===== src/rtl/k10_uart_rx.sv =====
// k10_uart_rx: UART0 receive engine.
// Synchronises the serial line and recovers 8N1/8E1/8O1 frames by mid-bit
// sampling against a clocks-per-bit divisor. Good bytes go into a
// first-word-fall-through FIFO that drains through a valid/ready port.
module k10_uart_rx #(
  parameter int FIFO_DEPTH = 8,
  parameter int DIV_W      = 16
) (
  input  logic                              clk_i,
  input  logic                              rst_i,
  input  logic                              rx_i,
  input  logic [DIV_W-1:0]                  cfg_div_i,
  input  logic                              cfg_par_en_i,
  input  logic                              cfg_par_odd_i,
  output logic [7:0]                        rdata_o,
  output logic                              rvalid_o,
  input  logic                              rready_i,
  output logic [$clog2(FIFO_DEPTH+1)-1:0]   level_o,
  output logic                              frame_err_o,
  output logic                              par_err_o,
  output logic                              overrun_o
);

  localparam int PTR_W = $clog2(FIFO_DEPTH);
  localparam int LVL_W = $clog2(FIFO_DEPTH + 1);
  localparam logic [LVL_W-1:0] FULL_LVL = LVL_W'(FIFO_DEPTH);
  localparam logic [DIV_W-1:0] MIN_DIV  = DIV_W'(4);

  typedef enum logic [2:0] {
    S_IDLE,
    S_START,
    S_DATA,
    S_PARITY,
    S_STOP,
    S_WAIT_IDLE
  } state_t;

  // Line synchroniser and receiver state
  logic [1:0]       r_sync;
  state_t           r_state;
  logic [DIV_W-1:0] r_cnt;
  logic [DIV_W-1:0] r_div;
  logic [2:0]       r_bit;
  logic [7:0]       r_data;
  logic             r_par_en;
  logic             r_par_odd;
  logic             r_par_bad;
  logic             r_frame_err;
  logic             r_par_err;

  // FIFO state
  logic [7:0]       r_mem [FIFO_DEPTH];
  logic [PTR_W-1:0] r_wr_ptr;
  logic [PTR_W-1:0] r_rd_ptr;
  logic [LVL_W-1:0] r_level;
  logic             r_overrun;

  logic             w_rx_s;
  logic [DIV_W-1:0] w_div_eff;
  logic             w_tick;
  logic             w_push;
  logic             w_pop;
  logic             w_full;
  logic             w_accept;

  assign w_rx_s    = r_sync[1];
  // Divisors below 4 would leave no room for a mid-bit sample.
  assign w_div_eff = (cfg_div_i < MIN_DIV) ? MIN_DIV : cfg_div_i;
  assign w_tick    = (r_cnt == '0);

  // A good byte is offered to the FIFO in the stop-sample cycle itself.
  assign w_push   = (r_state == S_STOP) && w_tick && w_rx_s && !r_par_bad;
  assign w_pop    = (r_level != '0) && rready_i;
  assign w_full   = (r_level == FULL_LVL);
  assign w_accept = w_push && (!w_full || w_pop);

  assign rvalid_o    = (r_level != '0);
  assign rdata_o     = rvalid_o ? r_mem[r_rd_ptr] : 8'h00;
  assign level_o     = r_level;
  assign frame_err_o = r_frame_err;
  assign par_err_o   = r_par_err;
  assign overrun_o   = r_overrun;

  // Two-flop synchroniser; resets to the idle (high) line level.
  // NOTE: clocked state uses non-blocking assignments so every flop samples
  // pre-edge values regardless of statement order.
  always_ff @(posedge clk_i or posedge rst_i) begin
    if (rst_i) r_sync <= 2'b11;
    else       r_sync <= {r_sync[0], rx_i};
  end

  // Frame FSM: start detection, mid-bit sampling, parity/stop checks, error pulses.
  always_ff @(posedge clk_i or posedge rst_i) begin
    if (rst_i) begin
      r_state     <= S_IDLE;
      r_cnt       <= '0;
      r_div       <= MIN_DIV;
      r_bit       <= '0;
      r_data      <= '0;
      r_par_en    <= 1'b0;
      r_par_odd   <= 1'b0;
      r_par_bad   <= 1'b0;
      r_frame_err <= 1'b0;
      r_par_err   <= 1'b0;
    end else begin
      r_frame_err <= 1'b0;
      r_par_err   <= 1'b0;

      // Sampling states count down to the next sample, then reload a full bit.
      if (r_state == S_START || r_state == S_DATA ||
          r_state == S_PARITY || r_state == S_STOP) begin
        r_cnt <= w_tick ? (r_div - DIV_W'(1)) : (r_cnt - DIV_W'(1));
      end

      case (r_state)
        S_IDLE: begin
          if (!w_rx_s) begin
            // Configuration is frozen for the whole frame from here on.
            r_state   <= S_START;
            r_div     <= w_div_eff;
            r_par_en  <= cfg_par_en_i;
            r_par_odd <= cfg_par_odd_i;
            r_par_bad <= 1'b0;
            r_cnt     <= (w_div_eff >> 1) - DIV_W'(1);
          end
        end
        S_START: begin
          if (w_tick) begin
            if (w_rx_s) begin
              r_state <= S_IDLE;
            end else begin
              r_state <= S_DATA;
              r_bit   <= '0;
            end
          end
        end
        S_DATA: begin
          if (w_tick) begin
            r_data <= {w_rx_s, r_data[7:1]};
            r_bit  <= r_bit + 3'd1;
            if (r_bit == 3'd7) r_state <= r_par_en ? S_PARITY : S_STOP;
          end
        end
        S_PARITY: begin
          if (w_tick) begin
            r_par_bad <= ((^r_data) ^ w_rx_s) != r_par_odd;
            r_state   <= S_STOP;
          end
        end
        S_STOP: begin
          if (w_tick) begin
            if (!w_rx_s) begin
              // Framing error wins over parity; wait out a possible break.
              r_frame_err <= 1'b1;
              r_state     <= S_WAIT_IDLE;
            end else begin
              r_par_err <= r_par_bad;
              r_state   <= S_IDLE;
            end
          end
        end
        S_WAIT_IDLE: begin
          if (w_rx_s) r_state <= S_IDLE;
        end
        default: r_state <= S_IDLE;
      endcase
    end
  end

  // FIFO storage write.
  // NOTE: the data array has no reset; validity is tracked by the level
  // counter, so clearing it would only add reset fan-out.
  always_ff @(posedge clk_i) begin
    if (w_accept) r_mem[r_wr_ptr] <= r_data;
  end

  // FIFO pointers, occupancy and overrun pulse.
  always_ff @(posedge clk_i or posedge rst_i) begin
    if (rst_i) begin
      r_wr_ptr  <= '0;
      r_rd_ptr  <= '0;
      r_level   <= '0;
      r_overrun <= 1'b0;
    end else begin
      r_overrun <= w_push && !w_accept;
      if (w_accept) r_wr_ptr <= r_wr_ptr + PTR_W'(1);
      if (w_pop)    r_rd_ptr <= r_rd_ptr + PTR_W'(1);
      case ({w_accept, w_pop})
        2'b10:   r_level <= r_level + LVL_W'(1);
        2'b01:   r_level <= r_level - LVL_W'(1);
        default: r_level <= r_level;
      endcase
    end
  end

endmodule

===== config.mk =====
export PLATFORM = sky130hd
export DESIGN_NAME = k10_uart_rx
export DESIGN_NICKNAME = d
export VERILOG_FILES = /design/src/rtl/k10_uart_rx.sv
export SDC_FILE = /design/constraint.sdc
export NUM_CORES = 1
export LEC_CHECK = 0
export ABC_AREA = 0
export CORE_ASPECT_RATIO = 2
export CORE_MARGIN = 1
export CORE_UTILIZATION = 40
export CTS_CLUSTER_DIAMETER = 80
export CTS_CLUSTER_SIZE = 40
export DETAILED_ROUTE_END_ITERATION = 10
export SLEW_MARGIN = 20
export SYNTH_ARGS = -nofsm -noshare
export SYNTH_HDL_FRONTEND = slang
export SYNTH_SLANG_ARGS = --single-unit

===== constraint.sdc =====
create_clock -name clk_i -period 6.38 [get_ports clk_i]
set_input_delay 1.276 -clock clk_i [delete_from_list [all_inputs] [get_ports clk_i]]
set_output_delay 1.276 -clock clk_i [all_outputs]
set_load 0.01 [all_outputs]

==> metrics.yaml <==
cells_and_area:
  post_route_cells_drive_above_1_share_pct: 15.2
  multiInputGateArea_um2: 2710
  post-route-cell-area_um2: 7530
  antenna_cells: 0
  finish.utilization_pct: 48.7
  layout-area-overhead-vs-synth_pct: 18.4
  filler_cell_count: 1394
  design.final.nets: 618
  post_layout_nonfiller_instances: 796
  area.sequential_um2: 3530
cts:
  cts_bufs_inserted: 17
  post-cts-setup-buffers: 0
  cts.reportedPaths.clkPinSlew_ns: 0.06
  cts.repair.resized: 0
  cts_sinks: 128
  insertion_delay_ns: 0.42
  h-tree-depth: 4
  max-clock-path-buffers: 2
  clk_tree_root_cell: "clkbuf_16"
  tritoncts: "yes"
  ctsHoldBuffers: 0
timing:
  maxClockFrequency_mhz: 232
  slew_at_the_pin_with_the_worst_max_slew_slack_ns: 1.06
  hold_viol_final: 0
  timing.clock.skew_ns: 0.00874
  finalSetupTns_ns: 0
  setup_ws_ns: 2.06
  final.period_utilization_pct: 67.7
  timing.final.crit_period_ns: 4.32
  timing.final.setup_violations: 0
  max-slew-margin-rel_pct: 28.9
  drv_slew: 0
  grt_setup_unrepaired: "false"
  final_worst_hold_slack_ns: 0.355
logic_synthesis:
  synth-xor-area-share_pct: 5.09
  synth-async-reset-ratio_pct: 50.0
  yosysWarningCount: 0
  post_synth.cell_area_avg_um2: 11.7
  synth-edff-count: 64
  yosysSeqAreaShare_pct: 55.4
  muxShareOfSynthArea_pct: 9.48
  syn_area_um2: 6360
  largest_family_of_logic_cells_by_synthesized_area: "simple AND/OR/NAND/NOR gates"
  syn_inst: 542
  post_synth_fa_ha_maj_area_fraction_pct: 2.28
  synthesized_netlist_net_count: 575
  synth_compound_area_share_pct: 9.38
  ys_dominant_reg_cell: "edfxtp_1"
  post_synth_num_cell_types: 67
  post_synth_and_or_nand_nor_area_fraction_pct: 16.2
  ys_ff_latch: 128
global_routing:
  wire_length_of_the_first_global_routing_pass_um: 24200
  largest_net_degree_at_the_start_of_global_routing: 65
  track_usage_pct: 19.3
  grt_antenna_before_repair: 0
  number_of_global_route_vias_before_repair: 4783
  overflow: 0
worst_setup_path:
  criticalPathCategory: "input pin to register"
  r2r_setup_slack_ns: 2.86
  timing.critical_path.to: "r_cnt[12]$_DFF_PP0_"
  reg2reg_to: "r_cnt[12]$_DFF_PP0_"
  critical_path_arrival_ns: 4.63
  crit_required_ns: 6.69
  crit_start: "cfg_div_i[6]"
  cp-end-kind: "register"
  crit_path_start_kind: "input pin"
  crit_reg_reg_startpoint: "r_cnt[0]$_DFF_PP0_"
  cp_max_fo: 6
  timing.reg2reg.worst_path_depth: 13
floorplanning:
  core_region_area_um2: 15500
  i_o_pin_count: 38
  die-area_um2: 16400
  starting_utilization_of_the_core_area_pct: 41.2
  placement_rows: 64
  die_height_um: 180
  dieWidth_um: 91.2
drt:
  vias: 4437
  routed_wirelength_um: 14700
  detail_route.iter0.violations: 231
  vias_per_cell: 5.57
  final_antenna_net_count: 0
  post_drt_wl_per_cell_um: 18.4
  detailedRoute.firstPassIterationCount: 4
  route.detailed.drc: 0
status:
  run_status: "finished, final reports clean"
power_and_ir_drop:
  static-leakage-power_nw: 3.00
  power.density_cell_area_nw_per_um2: 395
  p_total_mw: 2.97
  ir_drop_v: 0.000212
placement:
  placed_instances: 764
  routabilityCongestion: 0.919
  dpl.hpwl_um: 10700
  post_dp_cell_area_um2: 6960
  place_ws_ns: 1.62
  placement.io_buffers: 37
job:
  maxCapViolCount: 0
worst_hold_path:
  hold_class: "register to register"
-- layer usage --
| layer | track usage (%) | vias to the layer above | wire length (um) |
|---|---|---|---|
| met5 | 0 | - | 0 |
| met4 | 8.89 | 0 | 419 |
| met3 | 4.77 | 36 | 426 |
| met2 | 37.5 | 99 | 8720 |
| met1 | 18.4 | 2210 | 5080 |
| li1 | - | 2092 | - |
-- worst max-delay path, stage by stage --
cell and delay, ns:
clkdlybuf4s50_1 0.50, or4_4 0.62, nand4bb_4 0.31, or4_4 0.49, nand2_1 0.12, ha_1 0.20
nand2_1 0.15, nor4b_1 0.44, xnor2_1 0.17, o21ai_0 0.09, a211o_1 0.26
-- layout by cell type (no fill, tap or decap), types with 4 or more instances in the layout --
cell type        synthesis  routed
o21ai_0                 19      19
clkdlybuf4s50_1          0      37
a31oi_1                  5       5
xor2_1                  10      10
ha_1                    10      10
inv_1                   10       9
o31ai_1                  5       5
a21oi_1                 22      22
nand2b_1                 5       5
nor3_1                  18      18
o22ai_1                  8       8
a22oi_1                  4       4
clkbuf_16                0      17
dfrtp_1                 61      60
a211oi_1                 4       4
edfxtp_1                64      64
nand2_1                 77      77
nor4_1                   9       9
nor2_1                  44      43
mux4_2                  16      16
mux2i_1                 13      13
nand3_1                 14      14
xnor2_1                 27      26
buf_4                    2       9
mux2_2                  10      10
-- power breakdown --
| group | total [mW] | switching (mW) | internal (mW) |
|---|---|---|---|
| clock network | 0.936 | 0.363 | 0.573 |
| registers | 1.27 | 0.266 | 1.00 |
| logic | 0.768 | 0.410 | 0.358 |
-- sequential cells by signal (all words and copies together) (netlist names), 2 cells and up --
register	flops
r_sync	2
r_rd_ptr	3
r_cnt	16
r_mem	64
r_div	16
r_data	8
r_wr_ptr	3
r_state	3
r_bit	3
level_o	4
-- synthesized netlist by cell type (4+ instances only) --
cell | n | area (um^2)
clkbuf_1 | 14 | 52.6
o22ai_1 | 8 | 50.1
mux4_2 | 16 | 360
a21oi_1 | 22 | 110
o31ai_1 | 5 | 37.5
ha_1 | 10 | 125
a31oi_1 | 5 | 31.3
nand2b_1 | 5 | 31.3
xor2_1 | 10 | 87.6
buf_2 | 4 | 20.0
inv_1 | 10 | 37.5
nor3_1 | 18 | 90.1
mux2_2 | 10 | 113
xnor2_1 | 27 | 236
nor4_1 | 9 | 56.3
a211oi_1 | 4 | 30.0
nand2_1 | 77 | 289
a22oi_1 | 4 | 30.0
edfxtp_1 | 64 | 1920
o21ai_0 | 19 | 95.1
dfrtp_1 | 61 | 1530
mux2i_1 | 13 | 130
nand3_1 | 14 | 70.1
nor2_1 | 44 | 165
-- worst min path at each step --
stage,from,to,slack (ns),depth (start not counted)
2_1_floorplan,r_sync[0]$_DFF_PP1_,r_sync[1]$_DFF_PP1_,0.35,0
3_3_place_gp,r_sync[0]$_DFF_PP1_,r_sync[1]$_DFF_PP1_,0.35,0
3_5_place_dp,r_sync[0]$_DFF_PP1_,r_sync[1]$_DFF_PP1_,0.35,0
4_1_cts,r_sync[0]$_DFF_PP1_,r_sync[1]$_DFF_PP1_,0.36,0
5_1_grt,r_sync[0]$_DFF_PP1_,r_sync[1]$_DFF_PP1_,0.36,0
6_report,r_sync[0]$_DFF_PP1_,r_sync[1]$_DFF_PP1_,0.35,0
-- layout make-up --
class | instances | area share [%]
clock buffers | 18 | 5.70
clock inverters | 14 | 1.86
inverters | 10 | 0.498
multi-input cells | 382 | 36.0
flip-flops and latches | 128 | 46.8
well taps | 198 | 3.29
repair buffers | 46 | 5.81
-- cells by family after synthesis --
group / after synthesis
adders and majority gates: 11
muxes: 39
buffers and inverters: 32
and+or+nand+nor: 203
xor gates and xnor gates: 37
AOI/OAI and AO/OA: 92
DFF: 128
No activity file was read; power rests on OpenSTA's default activity.
